File: src/rtl/pcie_prog_loader.sv
// Loads a DRAM program from the PCIe transaction buffer into instruction memory,
// then sequences the armed -> execute -> armed cycle of that program.
module pcie_prog_loader #(
  parameter int unsigned DATA_WIDTH = 64,
  parameter int unsigned ADDR_WIDTH = 10
) (
  input  logic                    clk,
  input  logic                    reset_n,
  input  logic [DATA_WIDTH-1:0]   in_tdata,
  input  logic                    in_tvalid,
  output logic                    in_tready,
  input  logic [DATA_WIDTH/2-1:0] in_upper_half_data,
  input  logic                    in_upper_half_valid,
  output logic                    in_upper_half_ready,
  input  logic                    in_programmed_stop,
  input  logic                    load_start,
  input  logic                    load_abort,
  input  logic                    exec_go,
  output logic                    exec_start,
  input  logic                    exec_done,
  output logic                    imem_we,
  output logic [ADDR_WIDTH-1:0]   imem_addr,
  output logic [DATA_WIDTH-1:0]   imem_wdata,
  output logic [1:0]              imem_wmask,
  output logic [ADDR_WIDTH:0]     prog_len,
  output logic                    prog_valid,
  output logic                    busy,
  output logic                    overflow_err
);

  localparam int unsigned HW    = DATA_WIDTH / 2;
  localparam int unsigned CNT_W = ADDR_WIDTH + 1;
  localparam int unsigned CAP   = 1 << ADDR_WIDTH;

  typedef enum logic [2:0] {
    S_IDLE, S_LOAD, S_TAIL, S_ARMED, S_EXEC, S_ERR
  } state_e;

  state_e                  state_q, state_d;
  logic [CNT_W-1:0]        wcnt_q, wcnt_d;
  logic [CNT_W-1:0]        prog_len_q, prog_len_d;
  logic                    in_tready_q, in_tready_d;
  logic                    half_ready_q, half_ready_d;
  logic                    exec_start_q, exec_start_d;
  logic                    imem_we_q, imem_we_d;
  logic [ADDR_WIDTH-1:0]   imem_addr_q, imem_addr_d;
  logic [DATA_WIDTH-1:0]   imem_wdata_q, imem_wdata_d;
  logic [1:0]              imem_wmask_q, imem_wmask_d;
  logic                    prog_valid_q, prog_valid_d;
  logic                    busy_q, busy_d;
  logic                    overflow_q, overflow_d;
  logic                    full_fire, half_fire, cnt_full;

  always_ff @(posedge clk or negedge reset_n) begin
    if (!reset_n) begin
      state_q      <= S_IDLE;
      wcnt_q       <= '0;
      prog_len_q   <= '0;
      in_tready_q  <= 1'b0;
      half_ready_q <= 1'b0;
      exec_start_q <= 1'b0;
      imem_we_q    <= 1'b0;
      imem_addr_q  <= '0;
      imem_wdata_q <= '0;
      imem_wmask_q <= '0;
      prog_valid_q <= 1'b0;
      busy_q       <= 1'b0;
      overflow_q   <= 1'b0;
    end else begin
      state_q      <= state_d;
      wcnt_q       <= wcnt_d;
      prog_len_q   <= prog_len_d;
      in_tready_q  <= in_tready_d;
      half_ready_q <= half_ready_d;
      exec_start_q <= exec_start_d;
      imem_we_q    <= imem_we_d;
      imem_addr_q  <= imem_addr_d;
      imem_wdata_q <= imem_wdata_d;
      imem_wmask_q <= imem_wmask_d;
      prog_valid_q <= prog_valid_d;
      busy_q       <= busy_d;
      overflow_q   <= overflow_d;
    end
  end

  // Readies and status flags are computed from the next state so they are valid in-state.
  always_comb begin
    state_d      = state_q;
    wcnt_d       = wcnt_q;
    prog_len_d   = prog_len_q;
    overflow_d   = overflow_q;
    exec_start_d = 1'b0;
    imem_we_d    = 1'b0;
    imem_addr_d  = imem_addr_q;
    imem_wdata_d = imem_wdata_q;
    imem_wmask_d = imem_wmask_q;

    full_fire = (state_q == S_LOAD) && in_tvalid && in_tready_q;
    half_fire = (state_q == S_TAIL) && in_upper_half_valid && half_ready_q;
    cnt_full  = (wcnt_q == CNT_W'(CAP));

    // A handshake always produces its write, even if an abort arrives the same cycle.
    if (full_fire) begin
      imem_we_d    = 1'b1;
      imem_addr_d  = wcnt_q[ADDR_WIDTH-1:0];
      imem_wdata_d = in_tdata;
      imem_wmask_d = 2'b11;
      wcnt_d       = wcnt_q + CNT_W'(1);
    end else if (half_fire) begin
      imem_we_d    = 1'b1;
      imem_addr_d  = wcnt_q[ADDR_WIDTH-1:0];
      imem_wdata_d = {in_upper_half_data, HW'(0)};
      imem_wmask_d = 2'b10;
      wcnt_d       = wcnt_q + CNT_W'(1);
    end

    unique case (state_q)
      S_IDLE: begin
        if (load_start && !load_abort) begin
          state_d    = S_LOAD;
          wcnt_d     = '0;
          overflow_d = 1'b0;
        end
      end
      S_LOAD: begin
        if (load_abort) begin
          state_d = S_IDLE;
        end else if (cnt_full && (in_tvalid || in_upper_half_valid)) begin
          state_d    = S_ERR;
          overflow_d = 1'b1;
        end else if (!in_tvalid && in_programmed_stop) begin
          if (in_upper_half_valid) begin
            state_d = S_TAIL;
          end else begin
            state_d    = S_ARMED;
            prog_len_d = wcnt_q;
          end
        end
      end
      S_TAIL: begin
        if (load_abort) begin
          state_d = S_IDLE;
        end else begin
          state_d    = S_ARMED;
          prog_len_d = wcnt_d;
        end
      end
      S_ARMED: begin
        if (load_abort) begin
          state_d = S_IDLE;
        end else if (load_start) begin
          state_d    = S_LOAD;
          wcnt_d     = '0;
          overflow_d = 1'b0;
        end else if (exec_go) begin
          state_d      = S_EXEC;
          exec_start_d = 1'b1;
        end
      end
      S_EXEC: begin
        if (exec_done) state_d = S_ARMED;
      end
      S_ERR: begin
        if (load_abort) state_d = S_IDLE;
      end
      default: state_d = S_IDLE;
    endcase

    in_tready_d  = (state_d == S_LOAD) && (wcnt_d < CNT_W'(CAP));
    half_ready_d = (state_d == S_TAIL);
    prog_valid_d = (state_d == S_ARMED) || (state_d == S_EXEC);
    busy_d       = (state_d == S_LOAD) || (state_d == S_TAIL) || (state_d == S_EXEC);
  end

  assign in_tready           = in_tready_q;
  assign in_upper_half_ready = half_ready_q;
  assign exec_start          = exec_start_q;
  assign imem_we             = imem_we_q;
  assign imem_addr           = imem_addr_q;
  assign imem_wdata          = imem_wdata_q;
  assign imem_wmask          = imem_wmask_q;
  assign prog_len            = prog_len_q;
  assign prog_valid          = prog_valid_q;
  assign busy                = busy_q;
  assign overflow_err        = overflow_q;

endmodule

File: config.mk
export PLATFORM = sky130hd
export DESIGN_NAME = pcie_prog_loader
export DESIGN_NICKNAME = d
export VERILOG_FILES = /design/src/rtl/pcie_prog_loader.sv
export SDC_FILE = /design/constraint.sdc
export NUM_CORES = 1
export LEC_CHECK = 0
export BUFFER_PORTS_ARGS = -buffer_cell sky130_fd_sc_hd__buf_2
export CAP_MARGIN = 15
export CORE_ASPECT_RATIO = 1.1
export CORE_UTILIZATION = 45
export CTS_BUF_LIST = sky130_fd_sc_hd__clkbuf_8
export DETAILED_ROUTE_END_ITERATION = 12
export PLACE_DENSITY = 0.71
export RECOVER_POWER = 50
export SYNTH_ARGS = -nofsm -noshare
export SYNTH_HDL_FRONTEND = slang
export SYNTH_SLANG_ARGS = --single-unit
File: constraint.sdc
create_clock -name clk -period 2.7 [get_ports clk]
set_clock_uncertainty 0.1 [all_clocks]
set_input_delay 0.135 -clock clk [delete_from_list [all_inputs] [get_ports clk]]
set_output_delay 0.135 -clock clk [all_outputs]
set_load 0.01 [all_outputs]
**After elaboration in Yosys (flattened, before gate mapping)**

Cells that the tools add are included.

- Flip-flop bits (word level): 108
- Logic and storage cells: 96

- Add/sub/neg operators: 1
- Magnitude comparators: 1
- Equality and inequality tests: 19
- Multiplexer cells: 42
- Reduce and logical (&&, ||, !) cells: 20

Operator list:

| operator | count |
|---|---|
| $mux 64 | 2 |
| $mux 11 | 10 |
| $pmux 11 s2 | 2 |
| $mux 3 | 9 |
| $mux 10 | 2 |
| $pmux 3 s6 | 1 |
| $ne 2x2->1 const B | 7 |
| $eq 3x2->1 const B | 4 |
| $mux 1 | 12 |
| $reduce_and 6->1 | 2 |
| $add 11x1->11 const B | 1 |
| $eq 11x11->1 const B | 1 |
| $lt 11x11->1 const B | 1 |
| $eq 3x3->1 const B | 3 |
| $logic_and 1x1->1 | 8 |
| $eq 3x1->1 const B | 2 |
| $mux 2 | 3 |
| $logic_or 1x1->1 | 4 |
| $ne 2x1->1 const B | 2 |
| $reduce_bool 2->1 | 2 |
| $logic_not 3->1 | 1 |
| $pmux 1 s3 | 1 |
| $reduce_bool 3->1 | 1 |
| $logic_not 1->1 | 2 |

**Depth between registers and ports, before layout**

- Depth after elaboration: 10
- Mapped depth: 9
- Depth with buffers taken out: 7

**Worst setup path after synthesis**

No wires, ideal clock.

- Path type: register to register
- From: register wcnt_q[1]
- To: register prog_len_q[10] (netlist: prog_len[10])
- Setup time: 0.132 ns
- Data arrival time: 1.706 ns
- Required time: 2.468 ns
- Path slack: 0.762 ns
- Cell stages (with the launch flop): 7
- Path buffers: 0
- Path through: dfrtp_1 -> ha_1 -> nand3_1 -> or2_2 -> a2111oi_2 -> xnor2_1 -> o21ai_1

- Longest elaborated chain between the ends: 5
- Elaborated cells on any way between the ends: 9
- Those cells by class: 1 x add/sub; 2 x eq/ne; 4 x mux; 2 x reduce/logical

Ends and longest elaborated chain:

| element | RTL line | source |
|---|---|---|
| start, declared | 40 | `logic [CNT_W-1:0] wcnt_q, wcnt_d;` |
| start signal, assigned | 71 | `wcnt_q <= wcnt_d;` |
| $add 11x1->11 | 108, 114 |  |
| $mux 11 | 109 | `end else if (half_fire) begin` |
| $mux 11 | 103 | `if (full_fire) begin` |
| $mux 11 | 141 | `if (load_abort) begin` |
| $pmux 11 s2 | 117 | `unique case (state_q)` |
| end signal, assigned | 72 | `prog_len_q <= prog_len_d;` |
| end, declared | 41 | `logic [CNT_W-1:0] prog_len_q, prog_len_d;` |

Several ways; a longest one is shown, not always the timed one. The select of a mux whose other input is x is not followed.
A chain may end at the register's enable or synchronous reset.

**Worst setup path after layout**

- From: register state_q[0]
- To: register imem_wdata_q[48] (netlist: imem_wdata[48])

- Longest elaborated chain between the ends: 4
- Elaborated cells on any way between the ends: 8
- Those cells by class: 2 x eq/ne; 1 x mux; 5 x reduce/logical

Ends and longest elaborated chain:

| element | RTL line | source |
|---|---|---|
| start, declared | 39 | `state_e state_q, state_d;` |
| start signal, assigned | 70 | `state_q <= state_d;` |
| $eq 3x1->1 or $eq 3x2->1 (tied branches) | 98, 99 |  |
| $logic_and 1x1->1 (on tied branches) (2 in series) | 98, 99 |  |
| $mux 64 or $reduce_bool 2->1 (tied branches) | n/a |  |
| end signal, assigned | 78 | `imem_wdata_q <= imem_wdata_d;` |
| end, declared | 47 | `logic [DATA_WIDTH-1:0] imem_wdata_q, imem_wdata_d;` |

Several ways; a longest one is shown, not always the timed one.

==> summary.md <==
Number of cells on the worst reg-to-reg path: 5. The post-synthesis to final-layout area growth is 44.81%, and the cell count after placement is 790. The flow ran to the end, and the final reports show no timing, DRC or antenna violations.

Using the TritonRoute via totals, the vias-per-cell ratio works out to 5.227. Leaving out filler cells and counting taps, the final layout contains 905. Following the worst setup path forward leads to its endpoint at imem_wdata[48].

The tightest hold path in the finished design has a slack of 38.52 ps. The CTS buffer count came out at 9. Counting every sink on the clock net gives 108. The tools report the number of violations of the max-capacitance limit as 0. The run gives 66 as the pin count of the biggest net entering global routing. The first routing iteration left 234 violations.

Among cell families on the critical path, the largest total delay comes from simple AND/OR/NAND/NOR gates. The cell count after synthesis came out at 477. The share of the Yosys chip area taken by registers is 55.63%.

The largest individual stage delay along the critical path comes from the cell sky130_fd_sc_hd__or3_2. The slew of the pin with the lowest slew margin was 1053 ps; the final count of pins violating max slew was 0. Once the floorplan was initialized, standard cells occupied 46.53% of the core. The first TritonRoute pass finished after 5 iterations. The first global-routing pass estimated 22660 um of wire. Static timing analysis puts the maximum clock frequency at 422.2 MHz.

CTS placed an instance of sky130_fd_sc_hd__clkbuf_8 at the clock tree root. Count of H-tree levels built during CTS: 3. Leaving out fill and tap cells, the most frequent cell in the layout is sky130_fd_sc_hd__buf_2. The tools report the hold violation total from the final report as 0.

The arrival time of the worst setup path is 2470 ps. The kind of end point of the critical path is a flop. The path type of the worst min-delay path is in2reg.

The setup violation total in the final timing report is 0, and the vertical die dimension is 111.0 um. The tools report the clock latency on the worst-skew pair as 360 ps. The maximum fanout count along the critical path was 65.

The number of enable-type register cells in the synthesized netlist was 0; the total via count in the routed design was 4730. The count of unique library cells instantiated by Yosys was 52; the power density over cell area was 729.2 nW/um2. The proportion of layout cells with a drive suffix above 1 is 26.25%. The placed wire-length estimate was 8380 um. In this run the critical register-to-register path is captured at imem_wdata[48]. The tools report the startpoint of the worst setup timing path as state_q[0]. After global routing the overflow that remains totals 0. The minimum period implied by the final worst setup slack is 2369 ps, and the core region area is 10440 um2. In this run the horizontal extent of the chip is 101.1 um. The total wire length was 14500 um; the total design power was 5.130 mW.

The standard-cell row count came out at 39. The share of synthesized flip-flops with an asynchronous set or reset works out to 100.0%. The weighted congestion reported at the end of routability-driven placement is 0.8086, and the post-CTS setup buffer count is 0. After clock tree synthesis, the clock-pin slew on the worst setup and hold paths is 90 ps.

For the final routed database, the setup TNS stands at 0 ps. Across the VDD grid, the largest voltage drop is 469.7 uV. TritonCTS built the clock tree.

The buffer levels on the longest clock path was 2. Dividing the detail-routed wire length by the instance count gives 16.02 um. The required time at the endpoint of the critical path is 2800 ps, and the number of gates on the worst path with buffers counted is 5. The worst register-to-register path begins at state_q[0].

Port buffering added 198 buffers. Setup repair after global routing left no endpoint under its margin. The post-synthesis cell area is 4858 um2. The worst pin sits at a relative slew slack of 29.79%.

After the last flow step, the layout net total stands at 865. The post-synthesis average cell area was 10.19 um2. The number of top-level pins was 199; the leakage power total was 3.334 nW.

In this run the register-to-register setup slack is 330 ps. The number of antenna violations at the first check in global routing was 0. The worst setup path is of the reg2reg kind. The startpoint type of the worst setup path is a flop. The detail route stage leaves a number of antenna-violating nets equal to 0.

For this run, the leading register cell type out of synthesis is sky130_fd_sc_hd__dfrtp_1. The die covers 11220 um2. The number of global-route vias before repair was 4660; the delay of the slowest cell on the worst path was 680 ps.

The run gives 0 as the warning count from the yosys run. When the netlist entered floorplanning its net count stood at 584. The repair_antennas step left the layout with diodes totalling 0. The combined buffer and inverter count along the critical path is 1, and the synthesized flop and latch total is 108. The critical path goes through nand2b_4, or3_2, buf_4, nor2_1, a31oi_1. The top cell types in the final layout, fill and taps aside, are sky130_fd_sc_hd__buf_2, sky130_fd_sc_hd__nand2_1, sky130_fd_sc_hd__dfrtp_1, sky130_fd_sc_hd__dlygate4sd3_1, sky130_fd_sc_hd__clkbuf_1. For this run, design rule violations remaining after detail routing come to 0. The worst path uses 87.73% of the clock period.

The global-route total usage across every layer is 26.02%.
-- cell usage after synthesis, types with 3 or more instances --
cell                        instances  area [um2]
sky130_fd_sc_hd__xor2_1             5       43.79
sky130_fd_sc_hd__nand2_1          114       427.9
sky130_fd_sc_hd__o21ai_1           10       50.05
sky130_fd_sc_hd__nor3_1             5       25.02
sky130_fd_sc_hd__and3_1             3       18.77
sky130_fd_sc_hd__nor2b_1            4       25.02
sky130_fd_sc_hd__inv_1              3       11.26
sky130_fd_sc_hd__a21oi_1            3       15.01
sky130_fd_sc_hd__xnor2_1           15       131.4
sky130_fd_sc_hd__dfrtp_1          108        2703
sky130_fd_sc_hd__a2111oi_2          5       75.07
sky130_fd_sc_hd__buf_4              3       22.52
sky130_fd_sc_hd__a22o_1            32       280.3
sky130_fd_sc_hd__buf_2             18       90.09
sky130_fd_sc_hd__nand3_1            3       15.01
sky130_fd_sc_hd__clkbuf_1          13       48.80
sky130_fd_sc_hd__a31oi_1           32       200.2
sky130_fd_sc_hd__nor2_1            44       165.2
sky130_fd_sc_hd__o21ai_0            8       40.04
sky130_fd_sc_hd__a211oi_2           6       75.07
-- logic make-up after synthesis --
logic type               synth area share, %
buffers and inverters                  4.327
AO/OA/AOI/OAI                          17.64
multiplexers                          0.6696
XOR/XNOR                               3.606
AND/OR/NAND/NOR                        17.62
flip-flops                             55.63
adder cells (fa/ha/maj)               0.5150
-- tightest hold or removal path, stage by stage --
cell                     delay (ps)
sky130_fd_sc_hd__buf_2          120
sky130_fd_sc_hd__or3b_2         160
sky130_fd_sc_hd__nor2_1          50
-- what timing repair did --
action,in CTS,in global routing
endpoints found under the hold margin,173,0
hold buffers,99,0
gates resized for setup,0,0
setup endpoints to repair,1,0
-- layout make-up --
cell class / instances / area (um2)
fillers: 797 / 3407
flip-flops and latches: 108 / 2703
repair buffers: 307 / 1989
multi-input cells: 328 / 1966
well taps: 143 / 178.9
clock buffers: 10 / 137.6
clock inverters: 5 / 46.29
inverters: 4 / 15.01
-- registers in the layout, summed over array words and instances (netlist names) --
signal / count
imem_wdata: 64
prog_len: 11
wcnt_q: 11
imem_addr: 10
state_q: 3
imem_wmask: 2
busy: 1
exec_start: 1
imem_we: 1
in_tready: 1
in_upper_half_ready: 1
overflow_err: 1
prog_valid: 1
-- worst min path at each step --
stage	startpoint	to	slack [ps]	depth (start not counted)
2_1_floorplan	reset_n	busy	-260	0
3_3_place_gp	reset_n	imem_wdata[41]	-70	1
3_5_place_dp	reset_n	imem_wdata[41]	-70	1
4_1_cts	load_abort	exec_start	4	3
5_1_grt	load_abort	exec_start	30	3
6_report	load_abort	exec_start	40	3
-- through the flow --
stage	utilization (%)	worst slack, ps	area (um2)
after floorplan	-	762.5	4858
after global placement	56.85	110.9	5937
after detailed placement	56.85	4.725	5937
after CTS	68.16	355.6	7118
after global routing	67.37	147.3	7036
final	67.37	331.2	7036
-- per-layer routing --
| layer | part of all wire, % | GRT usage [%] | wire length (um) |
|---|---|---|---|
| met5 | 0 | 0 | 0 |
| met4 | 2.6 | 10.53 | 373 |
| met3 | 8.8 | 6.179 | 1269 |
| met2 | 48 | 44.54 | 6977 |
| met1 | 41 | 31.14 | 5881 |
-- power by group --
| part | switching [mW] | total, mW | leakage, nW | internal, mW |
|---|---|---|---|---|
| combinational | 0.901 | 1.71 | 1.86 | 0.809 |
| clock | 0.506 | 0.945 | 0.106 | 0.439 |
| sequential | 0.335 | 2.47 | 1.37 | 2.14 |
| total | 1.74 | 5.13 | 3.33 | 3.39 |
Note: power is estimated with default switching activity, not from simulation.
